$ cat src/rtl/mem_access_ctrl.sv
// MEM-stage controller: issues loads/stores to big-endian byte memory, merges sub-word
// stores by read-modify-write, and registers one result per operation for write-back.
module mem_access_ctrl #(
   parameter bit MISALIGN_EN = 1'b1
) (
   input  logic        clk,
   input  logic        rst_,
   input  logic        in_valid,
   output logic        in_ready,
   input  logic [1:0]  in_op,
   input  logic [1:0]  in_size,
   input  logic        in_unsigned,
   input  logic [29:0] in_addr,
   input  logic [31:0] in_data,
   input  logic [4:0]  in_rd,
   output logic [29:0] memory_addr,
   output logic        memory_as_,
   output logic        memory_rw,
   output logic [31:0] memory_wr_data,
   input  logic [31:0] memory_rd_data,
   output logic        wb_valid,
   output logic        wb_we,
   output logic [4:0]  wb_rd,
   output logic [31:0] wb_data,
   output logic        misalign_exc,
   output logic [29:0] exc_addr
);
   typedef enum logic {IDLE = 1'b0, RMW_WR = 1'b1} state_t;

   state_t      state_reg, state_next;
   logic [29:0] lat_addr_reg;
   logic        lat_half_reg;
   logic [15:0] lat_data_reg;
   logic [31:0] lat_old_reg;
   logic [4:0]  lat_rd_reg;

   logic        accept, op_load, op_store, sz_byte, sz_half, sz_word, misaligned;
   logic        do_load, do_wstore, do_rmw;
   logic [31:0] load_val, new_word, merged_word;
   logic [3:0]  lane_mask;

   assign in_ready   = (state_reg == IDLE);
   assign accept     = in_valid & in_ready;
   assign op_load    = (in_op == 2'b01);
   assign op_store   = (in_op == 2'b10);
   assign sz_byte    = (in_size == 2'b00);
   assign sz_half    = (in_size == 2'b01);
   assign sz_word    = in_size[1];
   assign misaligned = MISALIGN_EN & (op_load | op_store) &
                       ((sz_half & in_addr[0]) | (sz_word & (in_addr[1:0] != 2'b00)));
   assign do_load    = accept & op_load & ~misaligned;
   assign do_wstore  = accept & op_store & sz_word & ~misaligned;
   assign do_rmw     = accept & op_store & ~sz_word & ~misaligned;

   // The addressed byte is always the most significant lane of the read word.
   always_comb begin
      load_val = memory_rd_data;
      if (sz_byte)
         load_val = {{24{~in_unsigned & memory_rd_data[31]}}, memory_rd_data[31:24]};
      else if (sz_half)
         load_val = {{16{~in_unsigned & memory_rd_data[31]}}, memory_rd_data[31:16]};
   end

   assign new_word  = lat_half_reg ? {lat_data_reg, 16'h0000} : {lat_data_reg[7:0], 24'h000000};
   assign lane_mask = lat_half_reg ? 4'b1100 : 4'b1000;

   genvar gi;
   generate
      for (gi = 0; gi < 4; gi++) begin : g_lane
         assign merged_word[8*gi +: 8] = lane_mask[gi] ? new_word[8*gi +: 8] : lat_old_reg[8*gi +: 8];
      end
   endgenerate

   always_ff @(posedge clk or negedge rst_) begin
      if (!rst_) state_reg <= IDLE;
      else       state_reg <= state_next;
   end

   always_comb begin
      state_next = state_reg;
      case (state_reg)
         IDLE:    if (do_rmw) state_next = RMW_WR;
         RMW_WR:  state_next = IDLE;
         default: state_next = IDLE;
      endcase
   end

   always_comb begin
      memory_as_     = 1'b1;
      memory_rw      = 1'b1;
      memory_addr    = '0;
      memory_wr_data = '0;
      case (state_reg)
         RMW_WR: begin
            memory_as_     = 1'b0;
            memory_rw      = 1'b0;
            memory_addr    = lat_addr_reg;
            memory_wr_data = merged_word;
         end
         default: begin
            if (do_load | do_rmw) begin
               memory_as_  = 1'b0;
               memory_addr = in_addr;
            end else if (do_wstore) begin
               memory_as_     = 1'b0;
               memory_rw      = 1'b0;
               memory_addr    = in_addr;
               memory_wr_data = in_data;
            end
         end
      endcase
   end

   always_ff @(posedge clk or negedge rst_) begin
      if (!rst_) begin
         lat_addr_reg <= '0;
         lat_half_reg <= 1'b0;
         lat_data_reg <= '0;
         lat_old_reg  <= '0;
         lat_rd_reg   <= '0;
      end else if (do_rmw) begin
         lat_addr_reg <= in_addr;
         lat_half_reg <= sz_half;
         lat_data_reg <= in_data[15:0];
         lat_old_reg  <= memory_rd_data;
         lat_rd_reg   <= in_rd;
      end
   end

   always_ff @(posedge clk or negedge rst_) begin
      if (!rst_) begin
         wb_valid     <= 1'b0;
         wb_we        <= 1'b0;
         wb_rd        <= '0;
         wb_data      <= '0;
         misalign_exc <= 1'b0;
         exc_addr     <= '0;
      end else begin
         wb_valid     <= 1'b0;
         wb_we        <= 1'b0;
         misalign_exc <= 1'b0;
         if (state_reg == RMW_WR) begin
            wb_valid <= 1'b1;
            wb_rd    <= lat_rd_reg;
         end else if (accept) begin
            if (misaligned) begin
               wb_valid     <= 1'b1;
               misalign_exc <= 1'b1;
               exc_addr     <= in_addr;
               wb_rd        <= in_rd;
            end else if (op_load) begin
               wb_valid <= 1'b1;
               wb_we    <= (in_rd != 5'd0);
               wb_rd    <= in_rd;
               wb_data  <= load_val;
            end else if (op_store) begin
               // Sub-word stores report from RMW_WR instead.
               if (sz_word) begin
                  wb_valid <= 1'b1;
                  wb_rd    <= in_rd;
               end
            end else begin
               wb_valid <= 1'b1;
               wb_we    <= (in_rd != 5'd0);
               wb_rd    <= in_rd;
               wb_data  <= in_data;
            end
         end
      end
   end
endmodule

$ cat config.mk
export PLATFORM = sky130hd
export DESIGN_NAME = mem_access_ctrl
export DESIGN_NICKNAME = d
export VERILOG_FILES = /design/src/rtl/mem_access_ctrl.sv
export SDC_FILE = /design/constraint.sdc
export NUM_CORES = 1
export LEC_CHECK = 0
export CAP_MARGIN = 20
export CORE_ASPECT_RATIO = 1.2
export CORE_MARGIN = 2
export CORE_UTILIZATION = 30
export CTS_CLUSTER_DIAMETER = 60
export DETAILED_ROUTE_END_ITERATION = 16
export MAX_ROUTING_LAYER = met4
export PLACE_DENSITY_LB_ADDON = 0.2
export SLEW_MARGIN = 40
export SYNTH_ARGS = -nofsm -noshare
export SYNTH_HDL_FRONTEND = slang
export SYNTH_SLANG_ARGS = --single-unit
$ cat constraint.sdc
create_clock -name clk -period 2.64 [get_ports clk]
set_input_delay 0.528 -clock clk [delete_from_list [all_inputs] [get_ports clk]]
set_output_delay 0.528 -clock clk [all_outputs]
set_load 0.02 [all_outputs]
; Word level (Yosys, flattened, before mapping)
; Index checks and enable logic that the tools add are counted.
; W data, S select, Z words.
[word_totals]
out_inout_bits = 135
word_cells = 86
in_bits = 107
register_bits = 155
[op_classes]
n_mux = 43
bitwise_logic = 19
n_eq_ne = 5
reduce_logical = 7
[ops]
columns = operator, count
row1 = $mux W32, 8
row2 = $mux W30, 3
row3 = $mux W8, 4
row4 = $mux W5, 6
row5 = $mux W1, 20
row6 = $and A1 B1 Y1, 12
row7 = $ne A5 B4 Y1 const B, 1
row8 = $reduce_bool A5 Y1, 1
row9 = $eq A2 B1 Y1 const B, 2
row10 = $not A1 Y1, 4
row11 = $reduce_and A4 Y1, 1
row12 = $reduce_bool A2 Y1, 2
row13 = $mux W3, 1
row14 = $or A1 B1 Y1, 3
row15 = $reduce_and A3 Y1, 1
row16 = $eq A2 B2 Y1 const B, 1
row17 = $logic_not A2 Y1, 1
row18 = $ne A2 B2 Y1 const B, 1
row19 = $pmux W1 S2, 1
row20 = $reduce_and A2 Y1, 1

; Depth between registers and ports, before layout
; Gate-level depths: netlist of the first run.
[depth]
word_depth = 9
ltp_mapped = 8
mapped_depth_nobuf = 6

; Worst setup path before layout of the first run
; No wires, ideal clock.
[synth_timing]
path_kind = input -> output
startpoint = in in_op[0]
endpoint = out memory_addr[20]
slack_ps = 120
path_buffers = 1
path_stages = 7
arrival_ps = 1992
path_cell_list = inv_1 -> ha_1 -> nand3b_1 -> o21a_2 -> a211oi_1 -> buf_2 -> nor2_1
[synth_between]
elab_chain_len = 8
elab_cells_between_ends = 16
[synth_rtl]
columns = element, line
row1 = from (decl), 10  ; input logic [1:0] in_op,
row2 = $eq A2 B1 Y1 / $eq A2 B2 Y1 (equally long branches), "44, 45"
row3 = $or A1 B1 Y1, 49  ; assign misaligned = MISALIGN_EN & (op_load | op_store) &
row4 = $and A1 B1 Y1, 49
row5 = $not A1 Y1 (no line), -
row6 = "$and A1 B1 Y1, on equally long branches", "52, 51, 53"
row7 = $mux W30 / $or A1 B1 Y1 (equally long branches), "104, 101"
row8 = $mux W30 (*), 101  ; if (do_load | do_rmw) begin
row9 = $mux W30 (*), 93  ; case (state_reg)
row10 = to (decl), 16  ; output logic [29:0] memory_addr,
; Mark *: on every way between the ends. The rest lies on a longest branch, timed or not.

; Worst setup path after layout of the first run
[layout_timing]
startpoint = in in_op[0]
endpoint = out memory_wr_data[14]
[layout_between]
elab_chain_len = 8
elab_cells_between_ends = 16
[layout_rtl]
columns = element, line
row1 = $eq A2 B1 Y1 / $eq A2 B2 Y1 (equally long branches), "44, 45"
row2 = $or A1 B1 Y1, 49
row3 = $and A1 B1 Y1, 49
row4 = $not A1 Y1 (no line), -
row5 = "$and A1 B1 Y1, on equally long branches", "52, 51, 53"
row6 = $mux W32 / $or A1 B1 Y1 (equally long branches), "104, 101"
row7 = $mux W32 (*), 101
row8 = $mux W32 (*), 93
row9 = to (decl), 19  ; output logic [31:0] memory_wr_data,
; Marked as above.

==> results.tsv, run 1 <==
metric	value	unit
worst-setup-path-type	input pin to output port	
grt_pass1_wl	36400	um
maxCapViolCount	0	
outcome	finished, violations left	
avgSynthCellArea	12.0	um^2
crit_path_start	in_op[0]	
routedWlPerCell	20.6	um
cp-start-kind	input pin	
maxSlewViolCount	0	
largest_reg_flops	32	
yosysUniqueCellTypes	41	
fin_nets	986	
grtUsageMet1	23.2	%
crit_arrival	2130	ps
first_iter_violations	252	
drtPass1Iterations	5	
ir_drop	0.000438	V
core	23200	um^2
grt_start_max_net_pins	58	
cts_inserted_buffers	17	
required	2110	ps
clockBufferDepth	2	
tns	-136	ps
multiInputGateArea	3400	um^2
ant_nets	0	
grtUsageMet3	4.68	%
cts_root_buf	clkbuf_16	
die_w	144	um
fin_crit	2660	ps
clk-insertion-delay-late	420	ps
fin_cells	1206	
antenna_found_initial	2	
yosysWarnings	0	
synth.area.top_cells	dfrtp_1 52%, mux2_2 14%, mux2i_1 7.2%	
fill_cells	2168	
yosys.area.top_type	dfrtp_1	
period_share	101	%
powerDensity	697	nW/um^2
synth_seq_cells	147	
synthCells	591	
seq_area	3680	um^2
cts.reportedPaths.clkPinSlew	70	ps
area_growth	60.7	%
cts_hold_buf	0	
start_util	30.6	%
pin_count	242	
grt_use_met2	34.7	%
viasPerCell	4.92	
routed_wl	24800	um
final_hold_viol_count	0	
cts_tree	built	
rr_startpoint	state_reg	
dr_total_vias	5935	
route.detailed.drc	0	
setup_viol	12	
syn_area	7100	um^2
fin_ws	-21.1	ps
grt.total_usage	19.9	%
gp_congestion	0.773	
top_usage_layer	met2	
fmax	376	MHz
hold_path.class	input pin to async pin	
syn-num-nets	700	
fin_util	49.2	%
slew-limit-headroom	48.6	%
die_area	24900	um^2
crit_fanout	7	
grt_pass1_vias	6109	
leakage	0.00490	uW
cp-end-kind	output port	
dp_hpwl	16500	um
most-common-layout-cells	168 x clkdlybuf4s50_1, 146 x dfrtp_1, 86 x mux2_2	
worst_pin_slew	768	ps
yosysSeqAreaShare	51.8	%
clock_sinks	147	
yosys.area.top_type_share	51.8	%
place_inst	1142	
io_buffers	241	
htree_levels	4	
post_route_cells_drive_above_1_share	33.0	%
final_common_cell	clkdlybuf4s50_1	
clock_skew	12.1	ps
die_h	173	um
rsz0062_at_grt	yes	
rows	61	
violations	setup timing	
grt-ovfl-total	0	
==> cell usage after synthesis (all sizes together) <==
master / count
o2111ai: 1
a22o: 16
a21oi: 1
o21ai: 31
o41ai: 1
dfrtp: 147
mux2i: 51
o2bb2ai: 31
o32a: 1
a21boi: 2
nand2: 58
or4: 1
o31ai: 8
a31oi: 1
o22ai: 1
a21bo: 1
a221oi: 8
ha: 2
nor2: 43
clkbuf: 17
o21a: 1
o2111a: 1
o31a: 1
mux2: 112
nand3b: 1
nor2b: 3
a211oi: 2
nand3: 1
nand2b: 2
a222oi: 8
nand4: 1
inv: 8
buf: 28
==> layer usage <==
| layer | up-vias | share of wire (%) |
|---|---|---|
| met5 | - | 0 |
| met4 | 0 | 1.2 |
| met3 | 22 | 6.1 |
| met2 | 211 | 52 |
| met1 | 2960 | 40 |
| li1 | 2742 | - |
==> cells by family after synthesis <==
kind of cell | after synthesis | share of synthesized area, %
flops | 147 | 51.8
simple gates | 110 | 6.29
fa+ha+maj | 2 | 0.352
compound gates | 116 | 12.9
buf+inv | 53 | 3.70
mux | 163 | 25.0
==> worst paths after layout <==
kind	end	slack, ps	depth (start not counted)
max in group asynchronous	state_reg	1950	2
worst max register to register	exc_addr[17]	850	6
worst min-delay path	wb_data[4]	10	1
worst max-delay path	memory_wr_data[14]	-20	12
min in group clk	wb_rd[3]	470	2
worst min register to register	wb_rd[3]	470	2
==> where the power goes <==
part	leakage (uW)	switching (uW)	internal, uW	total [uW]
combinational	0.00283	1120	1220	2330
clock	0.000298	1020	1520	2550
sequential	0.00177	296	2780	3080
==> worst max-delay path, cell delays in order <==
cell,delay [ps]
buf_8,100
inv_4,40
ha_4,200
nand2b_4,140
o21a_4,210
buf_12,120
a21boi_4,150
buf_6,130
buf_6,120
buf_8,130
a22o_1,140
buf_6,110
==> what timing repair did <==
action,4_1_cts,5_1_grt
gates cloned,5,8
buffers inserted,20,4
pin swaps,10,8
gates resized for setup,357,40
setup endpoints to repair,65,139
==> area by class of cell <==
| type | instances | share of cell area, % |
|---|---|---|
| Sequential cell | 147 | 32.3 |
| Multi-Input combinational cell | 391 | 29.8 |
| Timing Repair Buffer | 312 | 28.8 |
| Clock buffer | 18 | 3.85 |
| Tap cell | 315 | 3.45 |
| Clock inverter | 13 | 1.51 |
| Inverter | 8 | 0.318 |
| Antenna cell | 2 | 0.0439 |
==> through the flow <==
stage          instance area [um^2]  worst slack (ps)  power, uW  hold WS (ps)
6_report                      11400             -21.1       7960          10.5
4_1_cts                       11100              -102       8000          5.99
3_5_place_dp                  10200              -872       5360           467
2_1_floorplan                  7100               120       4150           232
5_1_grt                       11400             -74.8       8330          20.5
3_3_place_gp                  10200              -897       5340           457
(Power assumes the default switching activity.)
==> inputs of run 2 (changes only) <==
CORE_MARGIN = unset   (was 2)
CTS_CLUSTER_SIZE = 16   (was unset)
==> run 2 against run 1 <==
Compared with the run above:
- the flow now finishes without violations
- critical path depth decreased by 2
- routed wire length decreased by 5.4%
- register-to-register slack got worse by 110 ps
- global-route usage increased by 0.73 points
- clock-buffer cell count increased by 2
- power decreased by 2.6%
- combinational power decreased by 5%
- fmax increased by 1.7%
- final cell count decreased by 2.3%
- hold slack improved by 50 ps
==> results.tsv, run 2 (synthesis results as in run 1) <==
metric	value	unit	change
outcome	finished, final reports clean		
fin_crit	2620	ps	-45.4 ps
powerDensity	721	nW/um^2	+3.4%
fin_nets	958		-2.8%
fmax	382	MHz	+1.7%
antenna_found_initial	1		-1
fill_cells	2236		+3.1%
place_inst	1137		-0.44%
crit_fanout	16		+9
period_share	99.1	%	-1.7 points
critical_path.cell_chain	buf_6 > inv_4 > ha_4 > nand2b_4 > o21a_4 > a21boi_4 > buf_6 > buf_12 > o2bb2ai_1 > buf_4		
viasPerCell	4.88		-0.76%
leakage	0.00460	uW	-6.1%
crit_buf_inv	5		-2
critical-path-top-delay-family	buffers and inverters		
grt_start_max_net_pins	60		+3.4%
worst-setup-path-type	input pin to output port		
maxCapViolCount	0		unchanged
crit_top_cell	buf_6		
placed_area	10200	um^2	-0.37%
switching_share	30.6	%	about the same
p_switching	2370	uW	-2.6%
start_util	30.6	%	unchanged
cts_inserted_buffers	17		unchanged
final_area	10800	um^2	-5.8%
p_seq_share	39.6	%	+0.9 points
die_h	171	um	-1.2%
cts_tree	built		
fin_cells	1178		-2.3%
gp_congestion	0.790		+2.2%
dp_hpwl	16200	um	-1.4%
die_area	24300	um^2	-2.5%
dr_total_vias	5753		-3.1%
p_int	5380	uW	-2.6%
largest_reg_flops	32		unchanged
worst_pin_slew	721	ps	-47.1 ps
required	2110	ps	about the same
rsz0062_at_grt	yes		
io_buffers	241		unchanged
setup_viol	0		-12
pwr-share-clk	31.8	%	-0.2 points
ir_drop	0.000410	V	-6.3%
fin_util	46.3	%	-2.8 points
grt-ovfl-total	0		unchanged
cp-start-kind	input pin		
routed_wl	23500	um	-5.4%
final_common_cell	clkdlybuf4s50_1		
route.detailed.drc	0		unchanged
slowest_delay	240	ps	+30 ps
crit_arrival	2090	ps	-40 ps
most-common-layout-cells	168 x clkdlybuf4s50_1, 146 x dfrtp_1, 88 x mux2_2		
core	23200	um^2	unchanged
final_hold_viol_count	0		unchanged
rows	61		unchanged
grt_pass1_vias	6068		-0.67%
die_w	142	um	-1.4%
cp_slowest_cell	o21a_4		
maxSlewViolCount	0		unchanged
htree_levels	4		unchanged
hold_path.class	input pin to async pin		
grt.total_usage	20.6	%	+0.73 points
area_growth	51.4	%	
first_iter_violations	279		+11%
post_route_cells_drive_above_1_share	29.6	%	-3.4 points
clock_sinks	147		unchanged
ant_nets	0		unchanged
drtPass1Iterations	7		+2
routedWlPerCell	19.9	um	-3.1%
clock_skew	11.7	ps	-0.475 ps
cts.reportedPaths.clkPinSlew	70	ps	about the same
combPwrFrac	28.6	%	-0.7 points
clk-insertion-delay-late	420	ps	about the same
cts_root_buf	clkbuf_16		
cp-end-kind	output port		
tns	0	ps	+136 ps
clockBufferDepth	2		unchanged
slew-limit-headroom	51.7	%	+3.2 points
pin_count	242		unchanged
grt_pass1_wl	36100	um	-0.74%
==> run 2: through the flow <==
stage	total power (uW)	hold WS [ps]	setup slack, ps
floorplan	4150	232	120
global placement	5310	461	-890
detailed placement	5340	472	-929
CTS	7870	69.6	-67.3
global route	8140	85.7	-51.5
finish	7750	60.1	24.3
==> run 2: worst paths after layout <==
check / from / slack, ps / end / cells past startpoint
worst max-delay path: in_op[0] / 20 / memory_wr_data[16] / 10
worst min-delay path: rst_ / 60 / wb_data[4] / 1
worst max register to register: state_reg / 740 / exc_addr[26] / 6
worst min register to register: lat_rd_reg[2] / 480 / wb_rd[2] / 2
max in group asynchronous: rst_ / 1900 / lat_addr_reg[12] / 2
min in group clk: lat_rd_reg[2] / 480 / wb_rd[2] / 2
==> run 2: layout make-up <==
class	instances	area, um^2	share of cell area [%]
Antenna cell	1	2.50	0.0233
Timing Repair Buffer	284	2740	25.4
Sequential cell	147	3680	34.2
Multi-Input combinational cell	391	3300	30.7
Clock buffer	20	457	4.25
Tap cell	315	394	3.67
Clock inverter	12	145	1.35
Inverter	8	36.3	0.337
==> run 2: power groups by stage <==
| stage | Clock [uW] | Combinational (uW) | Sequential (uW) |
|---|---|---|---|
| after detailed placement | 0 | 2230 | 3110 |
| after global routing | 2630 | 2380 | 3130 |
| final | 2470 | 2220 | 3070 |
| after CTS | 2550 | 2260 | 3070 |
| after floorplan | 0 | 812 | 3340 |
| after global placement | 0 | 2220 | 3090 |
==> run 2: what timing repair did <==
action,4_1_cts,5_1_grt
pin swaps,6,2
hold buffers,0,0
buffers inserted,7,0
hold endpoints to repair,0,0
endpoints found under the setup margin,65,60
gates resized for setup,267,63
gates cloned,3,0
==> run 2: worst reg2reg max path: stages, from the launching register on <==
cell,delay [ps]
dfrtp_2,430
buf_16,330
clkinvlp_4,280
nand2_1,170
nor2_4,50
buf_12,170
mux2_1,360
==> run 2: metal layers <==
| layer | vias up | track usage [%] | routed length (um) | part of all wire, % |
|---|---|---|---|---|
| li1 | 2676 | - | - | - |
| met4 | 0 | 5.24 | 262 | 1.1 |
| met1 | 2854 | 24.5 | 9790 | 42 |
| met2 | 210 | 34.5 | 11700 | 50 |
| met5 | - | - | 0 | 0 |
| met3 | 13 | 5.65 | 1670 | 7.1 |
==> inputs of run 3 (changes only) <==
CTS_CLUSTER_DIAMETER = unset   (was 60)
HOLD_SLACK_MARGIN = 0.08   (was unset)
==> run 3 against run 2 <==
Compared with the run above:
- die area is the same
- via count barely moved
- cell area is essentially flat
- non-clock buffer count rose by 1
- register-to-register slack barely moved
- utilization is essentially flat
- power is essentially flat
- highest routed layer unchanged
==> results.tsv, run 3 (synthesis results as in run 1) <==
metric	value	unit	change
outcome	finished, final reports clean		
grt-ovfl-total	0		unchanged
most-common-layout-cells	168 x clkdlybuf4s50_1, 146 x dfrtp_1, 88 x mux2_2		
worst_pin_slew	731	ps	+9.48 ps
pin_count	242		unchanged
crit_arrival	2090	ps	about the same
final_common_cell	clkdlybuf4s50_1		
area_growth	51.6	%	about the same
clk-insertion-delay-late	420	ps	about the same
dp_hpwl	16200	um	unchanged
slew-limit-headroom	51.1	%	-0.63 points
fmax	382	MHz	about the same
htree_levels	4		unchanged
reg2reg_depth	6		unchanged
core	23200	um^2	unchanged
first_iter_violations	256		-8.2%
cp-start-kind	input pin		
holdPathStages	2		
viasPerCell	4.88		about the same
cp-end-kind	output port		
largest_reg_flops	32		unchanged
fin_nets	959		+0.10%
ant_nets	0		unchanged
switching_share	30.6	%	about the same
total_power	7750	uW	about the same
maxCapViolCount	0		unchanged
cts.reportedPaths.clkPinSlew	60	ps	about the same
worst-setup-path-type	input pin to output port		
die_h	171	um	unchanged
post_route_cells_drive_above_1_share	29.5	%	-0.034 points
routed_wl	23400	um	-0.25%
hold_path.class	flip-flop to flip-flop		
p_int	5380	uW	about the same
tns	0	ps	unchanged
cts_tree	built		
period_share	99.1	%	about the same
rows	61		unchanged
cts_inserted_buffers	17		unchanged
start_util	30.6	%	unchanged
clockBufferDepth	2		unchanged
ir_drop	0.000410	V	about the same
fill_cells	2236		unchanged
dr_total_vias	5756		+0.052%
die_area	24300	um^2	unchanged
top_usage_layer	met2		
crit_fanout	16		unchanged
required	2110	ps	about the same
cts_root_buf	clkbuf_16		
grt_pass1_wl	36100	um	unchanged
gp_congestion	0.790		unchanged
final_hold_viol_count	0		unchanged
die_w	142	um	unchanged
routedWlPerCell	19.8	um	-0.34%
io_buffers	241		unchanged
clock_skew	10.5	ps	-1.13 ps
pwr-share-clk	31.8	%	about the same
leakage	0.00461	uW	about the same
antenna_found_initial	1		unchanged
rsz0062_at_grt	yes		
grt_pass1_vias	6068		unchanged
route.detailed.drc	0		unchanged
fin_crit	2620	ps	-0.569 ps
p_seq_share	39.6	%	about the same
grt_start_max_net_pins	60		unchanged
maxSlewViolCount	0		unchanged
grt_use_met2	34.5	%	unchanged
combPwrFrac	28.7	%	about the same
clock_sinks	147		unchanged
setup_viol	0		unchanged
fin_util	46.4	%	about the same
drtPass1Iterations	5		-2
grtUsageMet1	24.5	%	unchanged
grt.total_usage	20.6	%	unchanged
powerDensity	720	nW/um^2	-0.11%
p_switching	2370	uW	about the same
grtUsageMet3	5.65	%	unchanged
## run 3: changes by cell type in the layout (fill, tap and decap cells not counted)
cell / delta
dlygate4sd3_1: +1
## run 3: layer usage
layer | wire length, um | share of wire, %
met5 | 0 | 0
met4 | 262 | 1.1
met1 | 9880 | 42
met3 | 1640 | 7.0
met2 | 11600 | 50
## run 3: power groups by stage
| stage | combinational, uW | clock (uW) | sequential, uW |
|---|---|---|---|
| after floorplan | 812 | 0 | 3340 |
| final | 2220 | 2460 | 3070 |
| after global placement | 2220 | 0 | 3090 |
| after global routing | 2380 | 2630 | 3130 |
| after detailed placement | 2230 | 0 | 3110 |
| after CTS | 2260 | 2550 | 3070 |
## run 3: worst max-delay path: stages
cell,delay (ps)
buf_6,80
inv_4,30
ha_4,230
nand2b_4,140
o21a_4,240
a21boi_4,180
buf_6,160
buf_12,180
o2bb2ai_1,130
buf_4,160
## run 3: layout make-up
| class | count | area, um^2 | share of cell area (%) |
|---|---|---|---|
| clock inverter | 12 | 145 | 1.35 |
| clock buffer | 20 | 457 | 4.24 |
| timing repair buffer | 285 | 2750 | 25.5 |
| antenna | 1 | 2.50 | 0.0233 |
| multi-input combinational | 391 | 3300 | 30.7 |
| tap | 315 | 394 | 3.66 |
| inverter | 8 | 36.3 | 0.337 |
| sequential | 147 | 3680 | 34.2 |
## run 3: worst paths after layout
check / from / slack (ps) / end
setup / recovery: in_op[0] / 20 / memory_wr_data[16]
hold / removal: wb_data[9] / 480 / wb_data[9]
setup reg to reg: state_reg / 730 / exc_addr[26]
hold reg to reg: wb_data[9] / 480 / wb_data[9]
max in group asynchronous: rst_ / 1320 / lat_addr_reg[12]
min in group asynchronous: rst_ / 640 / wb_data[4]
## run 3: what timing repair did
action	CTS	global route
hold buffers	1	0
endpoints found under the setup margin	65	60
setup buffers	7	0
pin swaps	6	2
gates resized for setup	267	63
endpoints found under the hold margin	6	0
cloned	3	0
## run 3: through the flow
| stage | hold slack [ps] | instance area [um^2] | std cells | setup slack [ps] |
|---|---|---|---|---|
| floorplan | 232 | 7100 | 591 | 120 |
| detailed placement | 472 | 10200 | 1137 | -929 |
| global placement | 461 | 10100 | 1137 | -890 |
| global route | 503 | 10800 | 1179 | -51.5 |
| finish | 483 | 10800 | 1179 | 24.9 |
| CTS | 488 | 11000 | 1180 | -67.3 |
